[src/rtl/bin2bcd_seq.sv]
`default_nettype none
// ============================================================================
// Module   : bin2bcd_seq
// Purpose  : Sequential binary-to-BCD converter (shift-and-add-3, one bit per
//            clock) with a start/busy/done handshake. The result and overflow
//            flag are held stable until the next conversion completes.
// Ports    : clk    - rising-edge clock
//            rst_n  - asynchronous active-low reset
//            start  - conversion request, sampled only while idle
//            bin    - binary operand, captured on the accepting edge
//            busy   - high while a conversion is in progress
//            done   - one-cycle pulse marking a new result
//            bcd    - packed BCD result, digit i at bits [4i+3:4i]
//            ovf    - value did not fit in DIGITS digits; held with bcd
// Revision : 1.0 - initial release
// ============================================================================
module bin2bcd_seq #(
    parameter int W      = 8,
    parameter int DIGITS = 3
) (
    input  logic                  clk,
    input  logic                  rst_n,
    input  logic                  start,
    input  logic [W-1:0]          bin,
    output logic                  busy,
    output logic                  done,
    output logic [4*DIGITS-1:0]   bcd,
    output logic                  ovf
);

    localparam int BW = 4 * DIGITS;   // BCD field width
    localparam int TW = BW + W;       // whole working register width
    localparam int CW = $clog2(W + 1);

    typedef enum logic [0:0] {
        IDLE  = 1'b0,
        SHIFT = 1'b1
    } state_t;

    state_t          state, state_nxt;
    logic            accept;
    logic [TW-1:0]   work;            // {BCD field, binary field}
    logic [CW-1:0]   cnt;
    logic            sticky;
    logic [BW-1:0]   corr;
    logic [TW-1:0]   full;
    logic [TW-1:0]   shifted;
    logic            out_bit;
    logic            last;

    // Per-digit add-3 correction. A digit >= 5 becomes at most 12, so the
    // 4-bit add never carries into the next digit.
    generate
        for (genvar i = 0; i < DIGITS; i++) begin : g_digit
            logic [3:0] dig;
            assign dig = work[W + 4*i +: 4];
            assign corr[4*i +: 4] = (dig >= 4'd5) ? dig + 4'd3 : dig;
        end
    endgenerate

    assign full    = {corr, work[W-1:0]};
    assign shifted = {full[TW-2:0], 1'b0};
    assign out_bit = full[TW-1];          // bit lost off the top digit
    assign last    = (cnt == CW'(1));
    assign busy    = (state == SHIFT);

    // State register
    always_ff @(posedge clk or negedge rst_n) begin
        if (!rst_n) begin
            state <= IDLE;
        end else begin
            state <= state_nxt;
        end
    end

    // Next-state logic
    always_comb begin
        state_nxt = state;
        accept    = 1'b0;
        case (state)
            IDLE: begin
                if (start) begin
                    state_nxt = SHIFT;
                    accept    = 1'b1;
                end
            end
            SHIFT: begin
                if (last) begin
                    state_nxt = IDLE;
                end
            end
            default: state_nxt = IDLE;
        endcase
    end

    // Datapath: working register, counter, sticky overflow, held outputs.
    // bcd/ovf are written only on the final shift edge so they stay
    // untouched when a new conversion is accepted.
    always_ff @(posedge clk or negedge rst_n) begin
        if (!rst_n) begin
            work   <= '0;
            cnt    <= '0;
            sticky <= 1'b0;
            bcd    <= '0;
            ovf    <= 1'b0;
            done   <= 1'b0;
        end else begin
            done <= 1'b0;
            if (accept) begin
                work   <= {{BW{1'b0}}, bin};
                cnt    <= CW'(W);
                sticky <= 1'b0;
            end else if (state == SHIFT) begin
                work   <= shifted;
                cnt    <= cnt - CW'(1);
                sticky <= sticky | out_bit;
                if (last) begin
                    bcd  <= shifted[TW-1:W];
                    ovf  <= sticky | out_bit;
                    done <= 1'b1;
                end
            end
        end
    end

endmodule
`default_nettype wire
[config.mk]
export PLATFORM = sky130hd
export DESIGN_NAME = bin2bcd_seq
export DESIGN_NICKNAME = d
export VERILOG_FILES = /design/src/rtl/bin2bcd_seq.sv
export SDC_FILE = /design/constraint.sdc
export NUM_CORES = 1
export LEC_CHECK = 0
export ABC_AREA = 1
export CORE_ASPECT_RATIO = 0.9
export CORE_MARGIN = 3
export CORE_UTILIZATION = 35
export CTS_BUF_LIST = sky130_fd_sc_hd__clkbuf_2 sky130_fd_sc_hd__clkbuf_4 sky130_fd_sc_hd__clkbuf_8
export DETAILED_ROUTE_END_ITERATION = 16
export GPL_TIMING_DRIVEN = 0
export PLACE_DENSITY_LB_ADDON = 0.2
export SLEW_MARGIN = 25
export SYNTH_ARGS = -nofsm -noshare
export SYNTH_HDL_FRONTEND = slang
export SYNTH_SLANG_ARGS = --single-unit
[constraint.sdc]
create_clock -name clk -period 1.7 [get_ports clk]
set_clock_uncertainty 0.05 [all_clocks]
set_input_delay 0.255 -clock clk [delete_from_list [all_inputs] [get_ports clk]]
set_output_delay 0.255 -clock clk [all_outputs]
set_load 0.01 [all_outputs]
Word level (Yosys, flattened, before mapping)
Cells that the tools add are included.
{"block": "classes", "addsub": 4, "order_cmp": 3, "n_eq_ne": 1, "muxes": 16, "bitwise": 3, "reduce_logical": 2}
{"cell": "$mux 20", "n": 2}
{"cell": "$mux 4", "n": 5}
{"cell": "$add 4x2->4 const B", "n": 3}
{"cell": "$ge 4x3->1 const B", "n": 3}
{"cell": "$mux 1", "n": 8}
{"cell": "$eq 4x1->1 const B", "n": 1}
{"cell": "$sub 4x1->4 const B", "n": 1}
{"cell": "$reduce_and 3->1", "n": 1}
{"cell": "$not 1->1", "n": 2}
{"cell": "$pmux 1 s2", "n": 1}
{"cell": "$reduce_bool 2->1", "n": 1}
{"cell": "$or 1x1->1", "n": 1}
{"block": "totals", "ff_bits": 40, "inputBits": 11, "out_inout_bits": 15, "elab_cells": 36}

Logic depth before layout (Yosys ltp)
{"block": "depth", "word_depth": 5, "depth_mapped": 8}

Worst setup path before layout
Ideal clock, no wire load.
{"block": "synth_timing", "path_kind": "register to register", "startpoint": "reg work[16]", "endpoint": "reg bcd[10]", "setup_time_ps": 118, "arrival_time_ps": 1095, "setup_slack_ps": 437, "path_stages_with_launch": 8, "path_buffers": 0, "synth_period_minus_slack_ps": 1263, "path_cell_list": "dfrtp_1 > inv_1 > ha_1 > inv_1 > o21ai_1 > nand3_1 > nand3_1 > nand2_1"}
{"block": "synth_via", "elab_chain_len": 2}
{"item": "start, declared", "line_no": "42", "text": "logic [TW-1:0] work;"}
{"item": "start signal, assigned", "line_no": "110", "text": "work <= {{BW{1'b0}}, bin};"}
{"item": "start signal, assigned", "line_no": "114", "text": "work <= shifted;"}
{"item": "$add 4x2->4 or $ge 4x3->1 (tied branches)", "line_no": "57", "text": "assign corr[4*i +: 4] = (dig >= 4'd5) ? dig + 4'd3 : dig;"}
{"item": "$mux 4 (*)", "line_no": "57"}
{"item": "end signal, assigned", "line_no": "118", "text": "bcd <= shifted[TW-1:W];"}
{"item": "end, declared", "line_no": "27", "text": "output logic [4*DIGITS-1:0] bcd,"}
Mark *: on every way between the ends. The rest lies on a longest branch, timed or not.
A chain may end at the register's enable or synchronous reset.

Worst setup path after layout
{"block": "layout_timing", "startpoint": "reg bcd[0]", "endpoint": "out bcd[0]"}
No word-level cell between the ends.

==> out/metrics.yaml <==
first_pass_iters: 4
fp.coreArea_sq_um: 5320
rsz0062_at_grt: "false"
fin_ws_ns: 0.189
fin_area_sq_um: 2480
cts_sinks: 40
cp_max_fo: 2
cts_htree_levels: 2
hold_class: "in2async"
cts_setup_buffers: 0
syn_area_sq_um: 1950
fin_nets: 280
yosysMostFrequentCell: "nand2_1"
fp-row-count: 25
critPathMaxStageDelay_ns: 0.54
status: "complete, no violations"
grt_use_total: 0.133
startpoint_type: "flip-flop"
wirelength_um: 3930
pre_cts_slack_ns: 0.250
dp_hpwl_um: 2830
die_area_sq_um: 6510
r2r_slack_ns: 0.23
yosysWarnings: 0
worstPathArrival_ns: 1.21
clk_pin_slew_ns: 0.08
io_buffers: 25
finalMaxSlewViolations: 0
io-pin-count: 26
wl_per_cell_um: 12.0
synth_top_area_frac: 0.513
cts_buffers: 5
area_growth_pct: 26.9
r2r_cells: 7
r2r-start: "work[16]"
relSlewSlack: 0.658
hold_viol_final: 0
first_iter_violations: 66
vias: 1554
stdcell_count: 329
ys_top_cells_by_count: "nand2_1, dfrtp_1, inv_1, nand3_1, o21ai_0"
die_h_um: 76.8
synthFlopType: "dfrtp_1"
gp_congestion: 0.840
start_util: 0.367
worst_pin_slew_ns: 0.513
drive_gt1_frac: 0.103
critPathKind: "reg2out"
synth_seq_cells: 40
cts_tree: "done"
cp_cell_sequence: "clkdlybuf4s50_1"
yosysUniqueCellTypes: 24
leakage_nw: 1.22
fillCellCount: 554
p_per_area_nw_per_um2: 2010
grt_max_degree: 22
synth_fp_nets: 246
cp_slowest_cell: "clkdlybuf4s50_1"
cts-root-buf: "clkbuf_8"
diodes: 0
first_global_vias: 1525
postRouteAntennaNets: 0
clockBufferDepth: 2
crit_family: "buffers and inverters"
r2r_end: "work[17]"
period_share: 0.889
netlist.top_cell.by_area: "dfrtp_1"
cts_resized: 0
post-route-min-period_ns: 1.51
drc: 0
dpl.cell_count: 320
synthArstFlopShare: 1.00
fmax_mhz: 662
die_x_um: 84.7
vias_per_cell: 4.72
cts_hold_buf: 1
grt_pass1_wl_um: 7000
cp-end-kind: "output pin"
setup_viol: 0
insertion_delay_ns: 0.29
ys_top_cells_by_area: "dfrtp_1, nand2_1, nand3_1, ha_1, inv_1"
ir_worst_vdd_uv: 939
fin_util: 0.466
placed_area_sq_um: 2310
synth_edf_count: 0
cap_viol_max_count: 0
synth_cells: 227
cp_data_required_time_ns: 1.39
ys_seq_area_frac: 0.513
grt_antenna_before_repair: 0
syn_area_per_cell_sq_um: 8.59
cp_num_buf_inv: 1
overflow: 0
crit_cells: 1
## cell type report
type / instances / area, sq um / area share
Sequential cell: 40 / 1000 / 0.404
Tap cell: 67 / 83.8 / 0.0339
Clock buffer: 5 / 68.8 / 0.0278
Inverter: 29 / 111 / 0.0450
Multi-Input combinational cell: 151 / 783 / 0.316
Timing Repair Buffer: 27 / 283 / 0.114
Clock inverter: 3 / 90.1 / 0.0364
Buffer: 7 / 55.1 / 0.0222
## sequential cells by signal, summed over array words and instances, names as in the netlist
signal and count:
sticky 1, bcd 12, cnt 4, busy 1, work 20, ovf 1, done 1
## cells by family after synthesis
group | after synthesis | synth area share
buffers and inverters | 36 | 0.0853
AND/OR/NAND/NOR | 113 | 0.250
adder cells (fa/ha/maj) | 8 | 0.0513
AO/OA/AOI/OAI | 30 | 0.100
flip-flops | 40 | 0.513
## layer usage
metal / up-vias / global-route usage / part of all wire
li1: 801 / - / -
met1: 717 / 0.173 / 0.49
met2: 32 / 0.220 / 0.46
met3: 4 / 0.0311 / 0.046
met4: 0 / 0.0380 / 0.0066
met5: - / 0 / 0
## power breakdown
part / internal (mW) / switching [mW]
clock network: 0.735 / 0.345
registers: 1.39 / 0.283
logic: 0.957 / 1.27
total: 3.08 / 1.90
## stage by stage
stage               setup TNS (ns)  hold WS [ns]  total power, mW
finish                           0         0.416             4.98
global route                     0         0.462             5.46
CTS                              0         0.437             5.04
detailed placement               0         0.214             3.93
global placement            -30.44         0.413             3.88
floorplan                        0       -0.0906             3.18
## cell usage in the layout, fill, tap and decap left out, types with 3 or more instances in the layout
cell,synthesis,routed
nor2_1,7,7
bufinv_16,0,3
dfrtp_1,40,40
o21ai_1,3,3
clkdlybuf4s50_1,0,24
buf_4,3,3
o22ai_1,5,5
o21ai_0,10,10
buf_2,2,3
ha_1,8,8
clkbuf_8,0,5
nand3_1,26,26
inv_1,26,26
o221ai_1,5,5
nand2_1,76,76
## worst max path at each step
| stage | slack (ns) | start | end |
|---|---|---|---|
| 2_1_floorplan | 0.44 | work[16] | bcd[10] |
| 3_3_place_gp | -0.76 | rst_n | work[9] |
| 3_5_place_dp | 0.25 | start | cnt[3] |
| 4_1_cts | 0.16 | bcd[0] | bcd[0] |
| 5_1_grt | 0.07 | work[16] | work[17] |
| 6_report | 0.19 | bcd[0] | bcd[0] |
No activity file was read; power rests on OpenSTA's default activity.
